`src/rtl/dff_write_arbiter_if.sv`:
```
// Request/grant bus between requester blocks and the shared write-arbitrated register.
// Requesters use the master modport; the arbiter uses the slave modport.
interface dff_write_arbiter_if #(
    parameter int NREQ  = 4,
    parameter int WIDTH = 8
);
    logic [NREQ-1:0]       req;
    logic [NREQ-1:0]       lock;
    logic [NREQ*WIDTH-1:0] din;
    logic [NREQ-1:0]       gnt;
    logic                  gnt_valid;
    logic [2:0]            owner;
    logic [WIDTH-1:0]      q;
    logic [WIDTH-1:0]      qn;

    modport master (
        output req, lock, din,
        input  gnt, gnt_valid, owner, q, qn
    );

    modport slave (
        input  req, lock, din,
        output gnt, gnt_valid, owner, q, qn
    );
endinterface

```
`src/rtl/dff_write_arbiter.sv`:
```
// Round-robin write arbiter in front of a shared WIDTH-bit q/qn register, with bounded lock.
// Define DFF_ARB_FIXED_PRIO_EN to replace round-robin with lowest-index-wins priority.
module dff_write_arbiter #(
    parameter int NREQ     = 4,
    parameter int WIDTH    = 8,
    parameter int HOLD_MAX = 4
) (
    input  logic               clock,
    input  logic               reset_n,
    dff_write_arbiter_if.slave bus
);
    typedef enum logic [1:0] {
        ST_IDLE   = 2'd0,
        ST_GRANT  = 2'd1,
        ST_LOCKED = 2'd2
    } state_e;

    state_e            state_q, state_d;
    logic [2:0]        ptr_q, ptr_d;
    logic [3:0]        hold_q, hold_d;
    logic [NREQ-1:0]   gnt_q, gnt_d;
    logic              gnt_valid_q, gnt_valid_d;
    logic [2:0]        owner_q, owner_d;
    logic [WIDTH-1:0]  q_q, q_d;

    logic              found_s;
    logic [2:0]        win_s;
    logic              req_own_s;
    logic              lock_own_s;
    logic              lock_cont_s;
    logic              in_grant_s;

    function automatic logic [WIDTH-1:0] sel_data(input logic [NREQ*WIDTH-1:0] d,
                                                  input logic [2:0] s);
        logic [WIDTH-1:0] r;
        r = {WIDTH{1'b0}};
        for (int i = 0; i < NREQ; i++) begin
            if (3'(i) == s) begin
                r = d[i*WIDTH +: WIDTH];
            end else begin
                r = r;
            end
        end
        return r;
    endfunction

    function automatic logic [NREQ-1:0] onehot(input logic [2:0] s);
        logic [NREQ-1:0] r;
        r = {NREQ{1'b0}};
        for (int i = 0; i < NREQ; i++) begin
            r[i] = (3'(i) == s);
        end
        return r;
    endfunction

    // Winner search: circular from ptr (two passes), or plain lowest-index when fixed priority.
    always_comb begin
        found_s = 1'b0;
        win_s   = 3'd0;
`ifndef DFF_ARB_FIXED_PRIO_EN
        for (int i = 0; i < NREQ; i++) begin
            if (!found_s && bus.req[i] && (3'(i) >= ptr_q)) begin
                found_s = 1'b1;
                win_s   = 3'(i);
            end else begin
                found_s = found_s;
            end
        end
`endif
        for (int i = 0; i < NREQ; i++) begin
            if (!found_s && bus.req[i]) begin
                found_s = 1'b1;
                win_s   = 3'(i);
            end else begin
                found_s = found_s;
            end
        end
    end

    // Current owner's req/lock bits and whether its lock may continue this edge.
    always_comb begin
        req_own_s  = 1'b0;
        lock_own_s = 1'b0;
        for (int i = 0; i < NREQ; i++) begin
            if (3'(i) == owner_q) begin
                req_own_s  = bus.req[i];
                lock_own_s = bus.lock[i];
            end else begin
                req_own_s  = req_own_s;
            end
        end
        case (state_q)
            ST_GRANT:  in_grant_s = 1'b1;
            ST_LOCKED: in_grant_s = 1'b1;
            default:   in_grant_s = 1'b0;
        endcase
        lock_cont_s = in_grant_s && req_own_s && lock_own_s && (hold_q < 4'(HOLD_MAX));
    end

    // Next-state: lock continuation beats arbitration; no request drops the grant.
    always_comb begin
        state_d     = state_q;
        ptr_d       = ptr_q;
        hold_d      = hold_q;
        gnt_d       = gnt_q;
        owner_d     = owner_q;
        q_d         = q_q;
        if (lock_cont_s) begin
            state_d = ST_LOCKED;
            gnt_d   = onehot(owner_q);
            q_d     = sel_data(bus.din, owner_q);
            hold_d  = hold_q + 4'd1;
        end else if (found_s) begin
            state_d = ST_GRANT;
            gnt_d   = onehot(win_s);
            owner_d = win_s;
            q_d     = sel_data(bus.din, win_s);
            hold_d  = 4'd0;
`ifndef DFF_ARB_FIXED_PRIO_EN
            if (win_s == 3'(NREQ-1)) begin
                ptr_d = 3'd0;
            end else begin
                ptr_d = win_s + 3'd1;
            end
`endif
        end else begin
            state_d = ST_IDLE;
            gnt_d   = {NREQ{1'b0}};
            hold_d  = 4'd0;
        end
        gnt_valid_d = |gnt_d;
    end

    // State and output registers with synchronous active-low reset.
    always_ff @(posedge clock) begin
        if (!reset_n) begin
            state_q     <= ST_IDLE;
            ptr_q       <= 3'd0;
            hold_q      <= 4'd0;
            gnt_q       <= {NREQ{1'b0}};
            gnt_valid_q <= 1'b0;
            owner_q     <= 3'd0;
            q_q         <= {WIDTH{1'b0}};
        end else begin
            state_q     <= state_d;
            ptr_q       <= ptr_d;
            hold_q      <= hold_d;
            gnt_q       <= gnt_d;
            gnt_valid_q <= gnt_valid_d;
            owner_q     <= owner_d;
            q_q         <= q_d;
        end
    end

    assign bus.gnt       = gnt_q;
    assign bus.gnt_valid = gnt_valid_q;
    assign bus.owner     = owner_q;
    assign bus.q         = q_q;
    assign bus.qn        = ~q_q;
endmodule

```
`src/flat_wrapper.sv`:
```
// flat-port wrapper written by rule: the top's interface ports become plain ports
module dff_write_arbiter_flat 
#(
    parameter int NREQ     = 4,
    parameter int WIDTH    = 8,
    parameter int HOLD_MAX = 4
)
  (clock, reset_n, bus_req, bus_lock, bus_din, bus_gnt, bus_gnt_valid, bus_owner, bus_q, bus_qn);
  dff_write_arbiter_if #(.NREQ(NREQ), .WIDTH(WIDTH)) bus_i ();
  input  logic clock;
  input  logic reset_n;
  input wire logic [$bits(bus_i.req)-1:0] bus_req;
  input wire logic [$bits(bus_i.lock)-1:0] bus_lock;
  input wire logic [$bits(bus_i.din)-1:0] bus_din;
  output wire logic [$bits(bus_i.gnt)-1:0] bus_gnt;
  output wire logic [$bits(bus_i.gnt_valid)-1:0] bus_gnt_valid;
  output wire logic [$bits(bus_i.owner)-1:0] bus_owner;
  output wire logic [$bits(bus_i.q)-1:0] bus_q;
  output wire logic [$bits(bus_i.qn)-1:0] bus_qn;
  assign bus_i.req = bus_req;
  assign bus_i.lock = bus_lock;
  assign bus_i.din = bus_din;
  assign bus_gnt = bus_i.gnt;
  assign bus_gnt_valid = bus_i.gnt_valid;
  assign bus_owner = bus_i.owner;
  assign bus_q = bus_i.q;
  assign bus_qn = bus_i.qn;
  dff_write_arbiter #(.NREQ(NREQ), .WIDTH(WIDTH), .HOLD_MAX(HOLD_MAX)) u_core (.clock(clock), .reset_n(reset_n), .bus(bus_i));
endmodule
```
`config.mk`:
```
export PLATFORM = sky130hd
export DESIGN_NAME = dff_write_arbiter_flat
export DESIGN_NICKNAME = d
export VERILOG_FILES = /design/src/rtl/dff_write_arbiter_if.sv /design/src/rtl/dff_write_arbiter.sv /design/src/flat_wrapper.sv
export SDC_FILE = /design/constraint.sdc
export NUM_CORES = 1
export LEC_CHECK = 0
export CORE_AREA = 2 2 64 66
export CTS_CLUSTER_SIZE = 28
export DETAILED_ROUTE_END_ITERATION = 10
export DIE_AREA = 0 0 66 68
export PLACE_DENSITY = 0.83
export SETUP_SLACK_MARGIN = 0.3
export SKIP_LAST_GASP = 1
export SYNTH_ARGS = -nofsm -noshare
export SYNTH_HDL_FRONTEND = slang
export SYNTH_SLANG_ARGS = --single-unit
```
`constraint.sdc`:
```
create_clock -name clock -period 3.6 [get_ports clock]
set_input_delay 0.72 -clock clock [delete_from_list [all_inputs] [get_ports clock]]
set_output_delay 0.72 -clock clock [all_outputs]
set_load 0.01 [all_outputs]
```
==> summary.txt, run 1 <==
Clock tree
  • CTS H-tree depth: 1
  • Worst-path clk slew: ~0.080 ns
  • Worst skew pair latency: about 0.27 ns
  • Post-CTS Setup Repair Bufs: 0
  • Hold Buf Count CTS: 0
  • Maximum root-to-sink buffer count: 2
  • CTS Buf Count: 3
  • Clk sinks: 23
  • Post-CTS sizing: 0
  • CTS tree: built
  • CTS root buf: clkbuf_8

Timing
  • Unrepaired setup endpoints after global routing: false
  • Min cycle time layout: a little over 3 ns
  • Fin crit share: 0.840
  • Fmax: approximately 0.33 GHz
  • Worst Max-Slew Pin Slew: around 0.75 ns
  • Rel. slew slack: 0.497
  • Fin Setup TNS: 0 ns
  • Final hold violations: 0
  • Final Skew: between 0.007 and 0.008 ns
  • Setup violations, final: 0
  • Fin. max-slew vios: 0

Final layout
  • Layout cell share with drive strength beyond 1: 0.0947
  • N_diodes: 0
  • Fin nets: 291
  • Area grow syn2layout: 40.1%

Placement
  • GP Congestion: 0.881
  • Port buffer count: 64
  • HPWL Detailed: roughly 3300 µm

Drt
  • DRC violations left: 0
  • Drt first pass iters: 4
  • Vias: ~1600
  • Routed len/inst: around 15 µm
  • Post-route ant nets: 0
  • WL final: around 4400 µm
  • Vias per cell: around 5.5
  • Drt initial violations: between 100 and 150

Critical path
  • Crit path cell chain: clkdlybuf4s50_1 -> a21oi_1 -> o21a_1 -> o22ai_1 -> ha_1 -> nor2b_1 -> a221o_1 -> a22oi_1 -> o221ai_1
  • Slowest-stage cell, CP: clkdlybuf4s50_1
  • Critical path type: input port to flop
  • Worst-path fanout max: 8
  • CP peak stage delay: between 0.6 and 0.7 ns
  • CP Capture Type: flop
  • Critical path launch point type: input port
  • Worst Path Required: 3.77 ns
  • Bufs and invs on worst path: 1
  • CP arrival: between 3 and 4 ns
  • Top delay family on crit path: compound AO/OA/AOI/OAI gates

Pwr
  • Worst IR Drop VDD: 0.216 mV
  • Power Density: 430 nW/µm²
  • Tot Pwr: between 1 and 1.5 mW
  • Lkg Pwr: 0.937 nW

Yosys
  • Synthesized area: ~1700 µm²
  • Register area share after synthesis: 0.275
  • Cell variety after synth: 50
  • Synthesized area per cell: 8.94 µm²
  • Flops & latches, synth: 23
  • Ys Warns: 0
  • Cells after synthesis: about 190
  • Main synth FF type: dfxtp_1
  • FFs w/ async S/R, synth: 0
  • EDFF count, synth: 0

Floorplan
  • Core Rows: 23
  • Core area: 3860 µm²
  • Die area: between 4000 and 5000 µm²
  • Chip Width: approximately 66 µm
  • Overall die height: a little under 70 µm
  • Ports: 66
  • Initial Utilization: 0.433

Hold path
  • Class of the worst hold path: flop to flop

GRT
  • Gr usage total: 0.210
  • Total grt overflow: 0
  • Vias in the first global route: 1572
  • Initial antenna violation count: 0
  • Global-route wire length before repair: between 7000 and 8000 µm
  • Largest net degree at the start of global routing: 19

Flow run
  • MaxCap Viol Count: 0

Outcome
  • Status: finished clean
## power breakdown
group / total [mW] / internal, mW / switching (mW) / leakage (nW)
combinational: 0.504 / 0.280 / 0.224 / 0.725
sequential: 0.338 / 0.298 / 0.0400 / 0.190
clock: 0.165 / 0.0790 / 0.0864 / 0.0228
total: 1.01 / 0.657 / 0.350 / 0.937
## synth_stat cells, drive strengths merged (2+ instances only)
| cell type | instances | area share |
|---|---|---|
| a21oi | 13 | 0.039 |
| o221ai | 9 | 0.047 |
| nand3 | 4 | 0.012 |
| ha | 5 | 0.037 |
| o2bb2ai | 2 | 0.010 |
| mux2i | 5 | 0.030 |
| inv | 32 | 0.075 |
| and2 | 2 | 0.0090 |
| mux4 | 8 | 0.11 |
| nand2 | 17 | 0.038 |
| nor3 | 3 | 0.012 |
| clkbuf | 5 | 0.011 |
| a221o | 7 | 0.042 |
| buf | 10 | 0.046 |
| nor2 | 5 | 0.011 |
| or3 | 2 | 0.010 |
| xnor2 | 2 | 0.010 |
| a22oi | 8 | 0.036 |
| dfxtp | 23 | 0.28 |
## path summary, 6_finish.rpt
check,slack (ns),end,startpoint,cells past startpoint
setup / recovery,0.58,u_core.bus.q[0]$_SDFFE_PN0P_,bus_req[0],9
setup reg to reg,1.16,u_core.bus.q[0]$_SDFFE_PN0P_,u_core.ptr_q[1]$_SDFFE_PN0P_,8
hold reg to reg,0.45,u_core.hold_q[0]$_SDFF_PN0_,u_core.hold_q[0]$_SDFF_PN0_,1
hold / removal,0.45,u_core.hold_q[0]$_SDFF_PN0_,u_core.hold_q[0]$_SDFF_PN0_,1
## layout make-up
type	instances	area, µm²
fill	340	1510
multi-input combinational	117	986
tap	50	62.6
inverter	32	125
sequential	23	460
clock buffer	4	45.0
timing repair buffer	67	663
## cells in the final DEF (no fill, tap or decap), types with 2 or more instances in the layout
master / n
mux4_2: 8
a21oi_1: 13
buf_4: 3
nor2_1: 5
clkdlybuf4s50_1: 64
clkbuf_8: 3
a221o_1: 7
xnor2_1: 2
o2bb2ai_1: 2
o221ai_1: 9
ha_1: 5
a22oi_1: 8
conb_1: 2
nand2_1: 17
nand3_1: 4
dfxtp_1: 23
inv_1: 31
nor3_1: 2
mux2i_1: 5
## cell families (layout without fill, tap and decap cells)
kind of cell | count (synthesis) | after routing | synth area share
buffers and inverters | 48 | 103 | 0.137
DFF | 23 | 23 | 0.275
xor gates and xnor gates | 2 | 2 | 0.0105
other | 1 | 2 | 0.00224
adders and majority gates | 5 | 5 | 0.0374
and+or+nand+nor | 42 | 42 | 0.137
muxes | 13 | 13 | 0.138
AOI/OAI and AO/OA | 53 | 53 | 0.263
## routing by layer
| layer | wire length, µm | track usage |
|---|---|---|
| met1 | 1860 | 0.275 |
| met3 | 309 | 0.0444 |
| met4 | 53 | 0.0408 |
| met5 | 0 | 0 |
| met2 | 2130 | 0.361 |
## metrics by stage
step           hold WS [ns]  setup slack [ns]   util  std cells  area [µm²]
3_3_place_gp          0.407             0.394  0.596        289        2300
6_report              0.445             0.576  0.607        293        2340
3_5_place_dp          0.428             0.308  0.596        289        2300
2_1_floorplan         0.399              1.12      -        188        1680
4_1_cts               0.440             0.575  0.607        293        2340
5_1_grt               0.450             0.379  0.607        293        2340
## sequential cells by signal (all words and copies together) (netlist names)
name / cells
u_core.bus.q: 8
u_core.bus.gnt: 4
u_core.hold_q: 4
u_core.bus.owner: 2
u_core.ptr_q: 2
u_core.state_q: 2
u_core.bus.gnt_valid: 1
Note: power is estimated with default switching activity, not from simulation.
==> inputs of run 2 (changes only) <==
--- a/config.mk
+++ b/config.mk
@@ -5,11 +5,11 @@
 export SDC_FILE = /design/constraint.sdc
 export NUM_CORES = 1
 export LEC_CHECK = 0
-export CORE_AREA = 2 2 64 66
+export CORE_AREA = 2 2 65 67
 export CTS_CLUSTER_SIZE = 28
 export DETAILED_ROUTE_END_ITERATION = 10
-export DIE_AREA = 0 0 66 68
-export PLACE_DENSITY = 0.83
+export DIE_AREA = 0 0 67 69
+export PLACE_DENSITY = 0.81
 export SETUP_SLACK_MARGIN = 0.3
 export SKIP_LAST_GASP = 1
 export SYNTH_ARGS = -nofsm -noshare
==> constraint.sdc (replaced) <==
create_clock -name clock -period 3 [get_ports clock]
set_input_delay 0.6 -clock clock [delete_from_list [all_inputs] [get_ports clock]]
set_output_delay 0.6 -clock clock [all_outputs]
set_load 0.01 [all_outputs]
==> summary.txt, run 2 (synthesis results as in run 1) <==
Final layout
  • Area grow syn2layout: 45.0% (was 40.1%)
  • N_diodes: 0 (unchanged)
  • Fin nets: 300 (was 291)
  • Register Area: 460 µm² (unchanged)
  • Multi-input gate area: 996 µm² (was 986 µm²)
  • Max reg flops: 8 (unchanged)
  • Most frequent cells in the layout: clkdlybuf4s50_1 (63), inv_1 (31), dfxtp_1 (23), nand2_1 (17), a21oi_1 (13) (was clkdlybuf4s50_1 (64), inv_1 (31), dfxtp_1 (23), nand2_1 (17), a21oi_1 (13))
  • # fillers: 352 (was 340)
  • Most common cell after layout, fill and taps aside: clkdlybuf4s50_1 (unchanged)
  • Layout cell share with drive strength beyond 1: 0.143 (was 0.0947)
  • Finished Cell Area: 2420 µm² (was 2340 µm²)

Timing
  • Setup violations, final: 0 (unchanged)
  • Unrepaired setup endpoints after global routing: false (unchanged)
  • Fmax: ~0.38 GHz
  • Min cycle time layout: around 2.6 ns
  • Fin Setup TNS: 0 ns (unchanged)
  • Final hold violations: 0 (unchanged)
  • Fin crit share: 0.878
  • Rel. slew slack: 0.516 (was 0.497)
  • Final Skew: 0.00317 ns (was 0.00793 ns)
  • Worst Max-Slew Pin Slew: 0.725 ns (was 0.754 ns)
  • Fin. max-slew vios: 0 (unchanged)

Placement
  • GP Congestion: 0.836 (was 0.881)
  • Port buffer count: 64 (unchanged)
  • HPWL Detailed: 3410 µm (was 3300 µm)
  • DP Area: 2360 µm² (was 2300 µm²)

Floorplan
  • Chip Width: 67 µm (was 66 µm)
  • Ports: 66 (unchanged)
  • Overall die height: 69 µm (was 68 µm)
  • Initial Utilization: 0.427 (was 0.433)
  • Die area: 4620 µm² (was 4490 µm²)
  • Core area: 3910 µm² (was 3860 µm²)
  • Core Rows: 23 (unchanged)

Critical path
  • CP Capture Type: flop (unchanged)
  • Critical path type: input port to flop (unchanged)
  • FF-to-FF End: u_core.bus.q[0]$_SDFFE_PN0P_ (unchanged)
  • Critical path launch point type: input port (unchanged)
  • Critical R2R Launch: u_core.ptr_q[1]$_SDFFE_PN0P_ (unchanged)
  • CP arrival: 2.76 ns (was 3.19 ns)
  • Path depth of the worst reg2reg path: 8 (unchanged)
  • Worst-path fanout max: 11 (was 8)
  • Reg2reg setup slack: 0.69 ns (was 1.16 ns)
  • Worst Path Required: 3.13 ns (was 3.77 ns)

Drt
  • Drt initial violations: 75 (was 104)
  • Routed len/inst: 14.5 µm (was 14.9 µm)
  • Drt first pass iters: 4 (unchanged)
  • Vias per cell: 5.45 (was 5.48)
  • WL final: 4390 µm (was 4350 µm)
  • Post-route ant nets: 0 (unchanged)
  • DRC violations left: 0 (unchanged)
  • Vias: 1645 (was 1606)

Pwr
  • Power Density: 507 nW/µm² (was 430 nW/µm²)
  • Worst IR Drop VDD: 0.210 mV (was 0.216 mV)
  • Lkg Pwr: 0.992 nW (was 0.937 nW)

Clock tree
  • Worst skew pair latency: 0.26 ns (was 0.27 ns)
  • Clk sinks: 23 (unchanged)
  • CTS tree: built (unchanged)
  • CTS root buf: clkbuf_8 (unchanged)
  • Worst-path clk slew: 0.08 ns (about the same)
  • Maximum root-to-sink buffer count: 2 (unchanged)
  • CTS Buf Count: 3 (unchanged)
  • CTS H-tree depth: 1 (unchanged)

GRT
  • Global-route wire length before repair: 6990 µm (was 7400 µm)
  • Total grt overflow: 0 (unchanged)
  • Vias in the first global route: 1574 (was 1572)
  • Gr usage total: 0.188 (was 0.210)
  • Initial antenna violation count: 0 (unchanged)
  • Largest net degree at the start of global routing: 19 (unchanged)

Hold path
  • Hold Startpoint: u_core.hold_q[0]$_SDFF_PN0_ (unchanged)
  • Worst hold path endpoint: u_core.hold_q[0]$_SDFF_PN0_ (unchanged)
  • Class of the worst hold path: flop to flop (unchanged)
  • Hold path cells: 1 (unchanged)

Outcome
  • Status: finished clean (unchanged)

Flow run
  • MaxCap Viol Count: 0 (unchanged)
## run 2: layout make-up
| cell class | count | area share |
|---|---|---|
| inverters | 32 | 0.0516 |
| flip-flops and latches | 23 | 0.190 |
| multi-input cells | 117 | 0.411 |
| clock inverters | 1 | 0.00207 |
| clock buffers | 3 | 0.0170 |
| repair buffers | 76 | 0.303 |
| well taps | 50 | 0.0258 |
## run 2: stage by stage
stage	instances	total power [mW]	util	setup slack, ns	hold WS (ns)
floorplan	188	0.770	-	0.635	0.399
global placement	298	1.02	0.604	0.116	0.413
detailed placement	298	1.03	0.604	0.0404	0.415
CTS	302	1.22	0.616	0.320	0.432
global route	302	1.31	0.619	0.304	0.461
finish	302	1.23	0.619	0.367	0.431
## run 2: worst max-delay path: stages
cell	delay (ns)
clkdlybuf4s50_1	0.53
nor3b_1	0.34
or3_4	0.21
inv_1	0.06
ha_1	0.22
buf_4	0.19
a221o_1	0.32
a22oi_1	0.16
o221ai_1	0.13
## run 2: power by group
part           total, mW  leakage, nW  switching, mW  internal [mW]
clock              0.191       0.0255         0.0989         0.0925
combinational      0.624        0.777          0.268          0.356
sequential         0.413        0.190         0.0548          0.358
## run 2: timing repair
action	in CTS	in global routing
resized for setup	0	4
endpoints found under the setup margin	0	9
hold buffers	0	0
setup buffers	0	0
## run 2: worst max path at each step
stage                                    to  depth (start not counted)        from
6_report       u_core.bus.q[0]$_SDFFE_PN0P_                          9  bus_req[2]
3_3_place_gp   u_core.bus.q[0]$_SDFFE_PN0P_                          9  bus_req[0]
3_5_place_dp   u_core.bus.q[4]$_SDFFE_PN0P_                          9  bus_req[0]
4_1_cts        u_core.bus.q[0]$_SDFFE_PN0P_                          9  bus_req[0]
5_1_grt        u_core.bus.q[7]$_SDFFE_PN0P_                          9  bus_req[2]
2_1_floorplan  u_core.bus.q[0]$_SDFFE_PN0P_                          9  bus_req[2]
## run 2: metal layers
layer / wire length [µm] / track usage / vias up
met3: 299 / 0.0277 / 4
met2: 2110 / 0.337 / 55
met5: 0 / 0 / -
met1: 1950 / 0.233 / 773
met4: 33 / 0.0385 / 0
li1: - / - / 813
==> inputs of run 3 (changes only) <==
==> constraint.sdc (replaced) <==
create_clock -name clock -period 2.6 [get_ports clock]
set_input_delay 0.52 -clock clock [delete_from_list [all_inputs] [get_ports clock]]
set_output_delay 0.52 -clock clock [all_outputs]
set_load 0.01 [all_outputs]
==> summary.txt, run 3 (synthesis results as in run 1) <==
Critical path
  • CP arrival: 2.36 ns (was 2.76 ns)
  • Worst Path Required: 2.73 ns (was 3.13 ns)
  • Bufs and invs on worst path: 1 (was 3)
  • Critical path type: input port to flop (unchanged)
  • Critical path launch point type: input port (unchanged)
  • Worst-path fanout max: 7 (was 11)
  • CP Capture Type: flop (unchanged)
  • Top delay family on crit path: simple AND/OR/NAND/NOR gates (was buffers and inverters)
  • Crit path cell chain: dlygate4sd2_1 -> mux2i_1 -> nor2_1 -> or3_4 -> ha_2 -> nor2b_4 -> a221o_1 -> a22oi_2 -> o221ai_1 (was clkdlybuf4s50_1 -> nor3b_1 -> or3_4 -> inv_1 -> ha_1 -> buf_4 -> a221o_1 -> a22oi_1 -> o221ai_1)
  • Crit path depth: 9 (unchanged)
  • CP peak stage delay: 0.41 ns (was 0.53 ns)
  • Slowest-stage cell, CP: or3_4 (was clkdlybuf4s50_1)
  • Path depth of the worst reg2reg path: 8 (unchanged)

Final layout
  • Finished Cell Area: 2530 µm² (was 2420 µm²)
  • Non-Filler Instances: 310 (was 302)
  • Max reg flops: 8 (unchanged)
  • Most frequent cells in the layout: clkdlybuf4s50_1 (60), inv_1 (30), dfxtp_1 (22), buf_4 (18), nand2_1 (17) (was clkdlybuf4s50_1 (63), inv_1 (31), dfxtp_1 (23), nand2_1 (17), a21oi_1 (13))
  • # fillers: 342 (was 352)
  • Most common cell after layout, fill and taps aside: clkdlybuf4s50_1 (unchanged)
  • Fin nets: 308 (was 300)
  • N_diodes: 0 (unchanged)
  • Layout cell share with drive strength beyond 1: 0.208 (was 0.143)
  • Area grow syn2layout: 51.6% (was 45.0%)

Floorplan
  • Initial Utilization: 0.427 (unchanged)
  • Die area: 4620 µm² (unchanged)
  • Core Rows: 23 (unchanged)
  • Ports: 66 (unchanged)
  • Core area: 3910 µm² (unchanged)
  • Chip Width: 67 µm (unchanged)
  • Overall die height: 69 µm (unchanged)

Timing
  • Unrepaired setup endpoints after global routing: false (unchanged)
  • Rel. slew slack: 0.596 (was 0.516)
  • Final Skew: 0.00317 ns (about the same)
  • Min cycle time layout: ~2.2 ns
  • Worst Max-Slew Pin Slew: 0.605 ns (was 0.725 ns)
  • Hold slack: 0.425 ns (was 0.431 ns)
  • Fmax: approximately 0.45 GHz
  • Fin. max-slew vios: 0 (unchanged)
  • Fin Setup TNS: 0 ns (unchanged)
  • Final hold violations: 0 (unchanged)
  • Final worst slack: 0.372 ns (was 0.367 ns)
  • Fin crit share: 0.857
  • Setup violations, final: 0 (unchanged)

Drt
  • Drt initial violations: 118 (was 75)
  • Vias per cell: 5.58 (was 5.45)
  • DRC violations left: 0 (unchanged)
  • Routed len/inst: 15.3 µm (was 14.5 µm)
  • Post-route ant nets: 0 (unchanged)
  • Vias: 1730 (was 1645)
  • WL final: 4760 µm (was 4390 µm)
  • Drt first pass iters: 6 (was 4)

Hold path
  • Class of the worst hold path: flop to flop (unchanged)
  • Hold path cells: 1 (unchanged)

GRT
  • Largest net degree at the start of global routing: 18 (was 19)
  • Gr usage total: 0.215 (was 0.188)
  • Initial antenna violation count: 0 (unchanged)
  • Global-route wire length before repair: 7840 µm (was 6990 µm)
  • Total grt overflow: 0 (unchanged)
  • Vias in the first global route: 1726 (was 1574)

Clock tree
  • CTS root buf: clkbuf_8 (unchanged)
  • CTS H-tree depth: 1 (unchanged)
  • Maximum root-to-sink buffer count: 2 (unchanged)
  • CTS tree: built (unchanged)
  • Clk sinks: 23 (unchanged)
  • Post-CTS Setup Repair Bufs: 0 (unchanged)
  • Worst skew pair latency: 0.27 ns (was 0.26 ns)
  • CTS Buf Count: 3 (unchanged)
  • Worst-path clk slew: 0.09 ns (was 0.08 ns)

Placement
  • GP Congestion: 0.866 (was 0.836)
  • Dpl ws: -0.290 ns (was 0.0404 ns)
  • Port buffer count: 64 (unchanged)
  • DP Area: 2420 µm² (was 2360 µm²)
  • Placed cells: 306 (was 298)
  • HPWL Detailed: 3560 µm (was 3410 µm)

Pwr
  • Lkg Pwr: 1.04 nW (was 0.992 nW)
  • Power Density: 594 nW/µm² (was 507 nW/µm²)
  • Worst IR Drop VDD: 0.383 mV (was 0.210 mV)

Flow run
  • MaxCap Viol Count: 0 (unchanged)

Outcome
  • Status: finished clean (unchanged)
==> run 3: final timing paths <==
kind,startpoint,endpoint,slack (ns)
min reg2reg,u_core.hold_q[0]$_SDFF_PN0_,u_core.hold_q[0]$_SDFF_PN0_,0.42
min,u_core.hold_q[0]$_SDFF_PN0_,u_core.hold_q[0]$_SDFF_PN0_,0.42
max reg2reg,u_core.ptr_q[1]$_SDFFE_PN0P_,u_core.bus.q[1]$_SDFFE_PN0P_,0.41
max,bus_req[2],u_core.bus.q[1]$_SDFFE_PN0P_,0.37
==> run 3: where the power goes <==
| group | leakage (nW) | switching, mW | internal [mW] |
|---|---|---|---|
| combinational | 0.821 | 0.342 | 0.454 |
| sequential | 0.190 | 0.0600 | 0.414 |
| clock | 0.0255 | 0.128 | 0.107 |
| total | 1.04 | 0.530 | 0.975 |
==> run 3: per-layer routing <==
layer	vias to the layer above	GRT usage	routed length, µm
li1	822	-	-
met2	88	0.363	2370
met1	810	0.264	1900
met5	-	0	0
met4	0	0.0658	69
met3	10	0.0555	423
==> run 3: stage by stage <==
step / utilization / total power [mW]
2_1_floorplan: - / 0.890
3_3_place_gp: 0.620 / 1.20
3_5_place_dp: 0.620 / 1.22
4_1_cts: 0.641 / 1.49
5_1_grt: 0.648 / 1.60
6_report: 0.648 / 1.51
==> run 3: layout make-up <==
class | count | area (µm²) | share of cell area
well taps | 50 | 62.6 | 0.0247
repair buffers | 84 | 795 | 0.313
inverters | 32 | 125 | 0.0494
clock buffers | 3 | 41.3 | 0.0163
flip-flops and latches | 23 | 462 | 0.182
multi-input cells | 117 | 1040 | 0.412
clock inverters | 1 | 5.00 | 0.00197
==> run 3: worst reg2reg max path, cell delays in order, from the launching register on <==
cell and delay (ns):
dfxtp_2 0.42, mux2i_1 0.21, nor2_1 0.08, or3_4 0.41
ha_2 0.20, nor2b_4 0.15, a221o_1 0.32, a22oi_2 0.16
o221ai_1 0.12
==> run 3: what timing repair did <==
item                       CTS  global route
hold buffers                 0             0
gates resized for setup     14             8
setup endpoints to repair   12             9
hold endpoints to repair     0             0
pin swaps                    2             0
==> variant 1, RTL diff (settings of run 1) <==
Build with the macro `DFF_ARB_FIXED_PRIO_EN` defined.
--- a/src/rtl/dff_write_arbiter.sv
+++ b/src/rtl/dff_write_arbiter.sv
@@ -1,4 +1,6 @@
 // Round-robin write arbiter in front of a shared WIDTH-bit q/qn register, with bounded lock.
 // Define DFF_ARB_FIXED_PRIO_EN to replace round-robin with lowest-index-wins priority.
+`define DFF_ARB_FIXED_PRIO_EN
+
 module dff_write_arbiter #(
     parameter int NREQ     = 4,
Formal check against the unedited RTL: not equivalent (Yosys sat finds a counterexample within 4 cycles, from zero or initial values and one cycle with reset_n low).
==> variant 1 against run 1 <==
- wire length is 10% lower
- cell count is 16% lower
- worst setup slack improved by 0.43 ns
- sequential share of layout area is 0.56 points higher
- area after synthesis decreased by 17%
- sequential cell count shrank 2
- core utilization fell by 6.8 points
- non-clock buffer count fell by 2
- final area fell by 11%
- hold slack lost 0.013 ns
- critical endpoint is now u_core.bus.q[2]
Power is not compared: it rests on default switching activity, and its combinational part moved more than twofold at a synthesized area within 25%.
==> variant 1: results (changes against run 1) <==
| Metric | Value |
|---|---|
| Outcome | `finished, final reports clean` |
| Worst-case clock skew | `0.00545 ns (-0.00248 ns)` |
| Via count of the first global-routing pass | `1274 (-19%)` |
| Antenna violations before repair | `0 (unchanged)` |
| Number of buffers added by the clock tree synthesis step | `3 (unchanged)` |
| Post-place instance area | `2030 sq um (-11%)` |
| Area contributors post-synth | `sky130_fd_sc_hd__dfxtp_1 (30%), sky130_fd_sc_hd__mux4_2 (9.7%), sky130_fd_sc_hd__a32o_1 (5.8%), sky130_fd_sc_hd__a221oi_1 (5.0%), sky130_fd_sc_hd__a41oi_1 (5.0%)` |
| Max FFs per register | `8 (unchanged)` |
| Worst-path fanout max | `14 (+6)` |
| Yosys Warn Count | `0 (unchanged)` |
| Cell with the largest stage delay on the worst path | `sky130_fd_sc_hd__a2111oi_4` |
| Portion of the post-synthesis area used by sequential elements | `30.3% (+2.8 points)` |
| Cts hold-fix bufs | `0 (unchanged)` |
| Normalized max-slew margin | `35.1% (-15 points)` |
| Asr flop ratio synth | `0% (unchanged)` |
| Global-route wire length before repair | `6.04 mm (-18%)` |
| Hold Path Class | `flip-flop to flip-flop` |
| Switching fraction of total power | `between 20% and 30%` |
| Share of layout cells above drive strength 1 | `10.3% (+0.79 points)` |
| Worst-case vdd ir drop | `~0.16 mV` |
| Clock insertion delay at the later pin of the skew report | `about 0.26 ns` |
| Post-Route WL | `3.91 mm (-10%)` |
| Logic pwr share | `about a third` |
| Pin count of the biggest net entering global routing | `19 (unchanged)` |
| Buffer count from post-CTS setup fixing | `0 (unchanged)` |
| Maximum cell stage delay along the critical path | `0.78 ns (+0.16 ns)` |
| I/O Buffers | `64 (unchanged)` |
| GPL Wtd Cong | `0.773 (-12%)` |
| Clock power share | `between 20 and 25%` |
| DR iter-0 viols | `58 (-44%)` |
| Data arrival, critical path | `2.73 ns (-0.46 ns)` |
| Cell chosen for the clock root | `sky130_fd_sc_hd__clkbuf_8` |
| Post-CTS sizing | `0 (unchanged)` |
| H-Tree Level Count | `1 (unchanged)` |
| Power density relative to cell area | `a little under 300 nW/um^2` |
| Syn Area/Cell | `10.1 sq um (+13%)` |
| Clock slew seen by the registers of the worst setup and hold paths | `around 0.07 ns` |
| Combined global-route utilization of all metal layers | `17.6% (-3.4 points)` |
| DRT Pass-1 Iters | `4 (unchanged)` |
| Inserted Diodes | `0 (unchanged)` |
| Via Count | `1406 (-12%)` |
| DP Worst Slack | `0.732 ns (+0.424 ns)` |
| Bufs on Longest Clock Path | `2 (unchanged)` |
| Leakage power summed over all cells | `roughly 0.74 nW` |
| Most numerous cell types in the synthesized netlist | `sky130_fd_sc_hd__dfxtp_1 (21), sky130_fd_sc_hd__inv_1 (10), sky130_fd_sc_hd__and3_1 (9)` |
| Distinct cell type count of the synthesized netlist | `41 (-18%)` |
| DP HPWL | `2.79 mm (-15%)` |
| Via-to-Cell Ratio | `5.74 (+4.7%)` |
| Dominant delay contributor by cell family on the critical path | `compound AO/OA/AOI/OAI gates` |
| Final #Nets | `239 (-18%)` |
==> variant 1: changes by cell type after synthesis, moves of 7 or more <==
cell,delta
sky130_fd_sc_hd__a32o_1,+7
sky130_fd_sc_hd__o31ai_1,+7
sky130_fd_sc_hd__nand2_1,-17
sky130_fd_sc_hd__o221ai_1,-9
sky130_fd_sc_hd__inv_1,-21
sky130_fd_sc_hd__a22oi_1,-8
sky130_fd_sc_hd__a41oi_1,+8
sky130_fd_sc_hd__and3_1,+9
sky130_fd_sc_hd__a221oi_1,+8
==> variant 1: final timing paths <==
check / cells after the start / start / to / slack, ns
setup / recovery: 5 / bus_req[3] / u_core.bus.q[2] / 1.00
hold / removal: 1 / u_core.hold_q[0] / u_core.hold_q[0] / 0.43
setup reg to reg: 4 / u_core.bus.owner[0] / u_core.bus.q[2] / 1.33
hold reg to reg: 1 / u_core.hold_q[0] / u_core.hold_q[0] / 0.43
==> variant 1: cell families after synthesis <==
family | Yosys count | share of synthesized area, %
DFF | 21 | 30.3
xor gates and xnor gates | 2 | 1.26
buffers and inverters | 23 | 7.84
and+or+nand+nor | 29 | 13.3
other | 1 | 0.270
AOI/OAI and AO/OA | 52 | 32.6
adders and majority gates | 1 | 0.902
muxes | 8 | 13.5
==> variant 1: cell type report <==
| class | count | area [sq um] |
|---|---|---|
| Multi-Input combinational cell | 94 | 862 |
| Fill cell | 353 | 1780 |
| Timing Repair Buffer | 65 | 648 |
| Tap cell | 50 | 62.6 |
| Inverter | 11 | 41.3 |
| Clock buffer | 4 | 45.0 |
| Sequential cell | 21 | 420 |
==> variant 1: metal layers <==
layer / global-route usage (%) / wire length (um) / share of wire (%)
met3: 2.96 / 280 / 7.2
met4: 7.40 / 50 / 1.3
met1: 22.7 / 1710 / 44
met2: 29.5 / 1870 / 48
met5: 0 / 0 / 0
==> variant 2, RTL diff (settings of run 1) <==
Without the edit above. `hold_q` no longer has a reset.
--- a/src/rtl/dff_write_arbiter.sv
+++ b/src/rtl/dff_write_arbiter.sv
@@ -137,5 +137,4 @@
             state_q     <= ST_IDLE;
             ptr_q       <= 3'd0;
-            hold_q      <= 4'd0;
             gnt_q       <= {NREQ{1'b0}};
             gnt_valid_q <= 1'b0;
@@ -145,5 +144,4 @@
             state_q     <= state_d;
             ptr_q       <= ptr_d;
-            hold_q      <= hold_d;
             gnt_q       <= gnt_d;
             gnt_valid_q <= gnt_valid_d;
@@ -151,4 +149,8 @@
             q_q         <= q_d;
         end
+    end
+
+    always_ff @(posedge clock) begin
+        hold_q <= hold_d;
     end
 
Function: no difference found for any inputs over 10 cycles, from zero or initial values and one cycle with reset_n low; that may be too few to reach the edited logic, so the function may still have changed.
==> variant 2 against run 1 <==
- critical path depth up 1
- sequential power increased by 11%
- critical endpoint is now u_core.bus.q[3]
- global-route usage grew 0.68 points
- power increased by 15%
- first-iteration DRC count grew 12%
- area after synthesis down 8.4%
- sequential cell count unchanged
- largest cell class unchanged
- wire length increased by 2.4%
- die area did not move
- final area decreased by 4.2%
- worst setup slack lost 0.041 ns
- cell count decreased by 5.5%
==> variant 2: results (changes against run 1) <==
| Metric | Value |
|---|---|
| DP Worst Slack | `0.293 ns (-0.0145 ns)` |
| Global-route wire length before repair | `7.45 mm (+0.66%)` |
| Share of layout cells above drive strength 1 | `8.81% (-0.65 points)` |
| DP HPWL | `3.18 mm (-3.7%)` |
| Clock power share | `14.6% (-1.8 points)` |
| Via Count | `1579 (-1.7%)` |
| Register-to-Register Setup Slack | `1.21 ns (+0.05 ns)` |
| Clock buf count | `3 (-1)` |
| Hold slack final | `0.422 ns (-0.0236 ns)` |
| Switching fraction of total power | `36.2% (+1.4 points)` |
| Portion of the post-synthesis area used by sequential elements | `30.1% (+2.5 points)` |
| Met3 track demand over resource in global routing | `4.77% (+0.33 points)` |
| GPL Wtd Cong | `0.938 (+6.4%)` |
| Met3 WL post-DR | `378 um (+22%)` |
| Pin count of the biggest net entering global routing | `16 (-3)` |
| Worst-case clock skew | `0.00738 ns (-0.000557 ns)` |
| Clock buffers and inverters, area share | `2.06% (+0.14 points)` |
| Number of multi-input logic gates | `111 (-5.1%)` |
| DR iter-0 viols | `116 (+12%)` |
| Worst-case vdd ir drop | `0.203 mV (-6.0%)` |
| Outcome | `finished, final reports clean` |
| Distinct cell type count of the synthesized netlist | `43 (-14%)` |
| First element of the critical path | `bus_req[2]` |
| Power consumed by sequential cells | `0.376 mW (+11%)` |
| Logic pwr share | `52.9% (+2.9 points)` |
| GR met2 Demand/Resource | `35.1% (-1.0 points)` |
| Met1 Track Usage GR | `28.3% (+0.73 points)` |
| Cell depth of the worst flop-to-flop path | `9 (+1)` |
| Area contributors post-synth | `sky130_fd_sc_hd__dfxtp_1 (30%), sky130_fd_sc_hd__mux4_2 (12%), sky130_fd_sc_hd__inv_1 (5.4%), sky130_fd_sc_hd__o221ai_1 (5.1%), sky130_fd_sc_hd__a221o_1 (4.6%)` |
| Non-clock inverters | `23 (-28%)` |
| Data arrival, critical path | `3.20 ns (about the same)` |
| Post-place instance area | `2200 sq um (-4.4%)` |
| Dominant delay contributor by cell family on the critical path | `simple AND/OR/NAND/NOR gates` |
| Final Core Density | `58.2% (-2.5 points)` |
| Metal1 wirelength | `1.91 mm (+2.6%)` |
| Worst reg2reg path startpoint | `u_core.ptr_q[0]` |
| Length of routed met2 wiring | `2.13 mm (-0.37%)` |
| Flip-flop and latch count | `23 (unchanged)` |
| Total area of multi-input combinational cells | `933 sq um (-5.3%)` |
| Normalized max-slew margin | `49.9% (+0.22 points)` |
| Leakage power summed over all cells | `0.866 nW (-7.6%)` |
| Via count of the first global-routing pass | `1532 (-2.5%)` |
| Most numerous cell types in the synthesized netlist | `sky130_fd_sc_hd__dfxtp_1 (23), sky130_fd_sc_hd__inv_1 (22), sky130_fd_sc_hd__nand2_1 (13)` |
| Placed cell count | `273 (-5.5%)` |
[variant 2: cell count changes after synthesis, moves of 3 or more]
| cell | run 1 | this run |
|---|---|---|
| sky130_fd_sc_hd__a21oi_1 | 13 | 2 |
| sky130_fd_sc_hd__a22oi_1 | 8 | 0 |
| sky130_fd_sc_hd__buf_2 | 4 | 1 |
| sky130_fd_sc_hd__inv_1 | 31 | 22 |
| sky130_fd_sc_hd__nand2_1 | 17 | 13 |
| sky130_fd_sc_hd__nand2b_1 | 0 | 3 |
| sky130_fd_sc_hd__nor2b_1 | 1 | 5 |
| sky130_fd_sc_hd__o2111ai_1 | 0 | 8 |
| sky130_fd_sc_hd__or3_1 | 1 | 9 |
[variant 2: logic make-up after synthesis]
logic type / synth area share (%)
and+or+nand+nor: 18.5
AOI/OAI and AO/OA: 22.6
buffers and inverters: 9.39
DFF: 30.1
muxes: 14.5
adders and majority gates: 4.08
other: 0.245
xor gates and xnor gates: 0.572
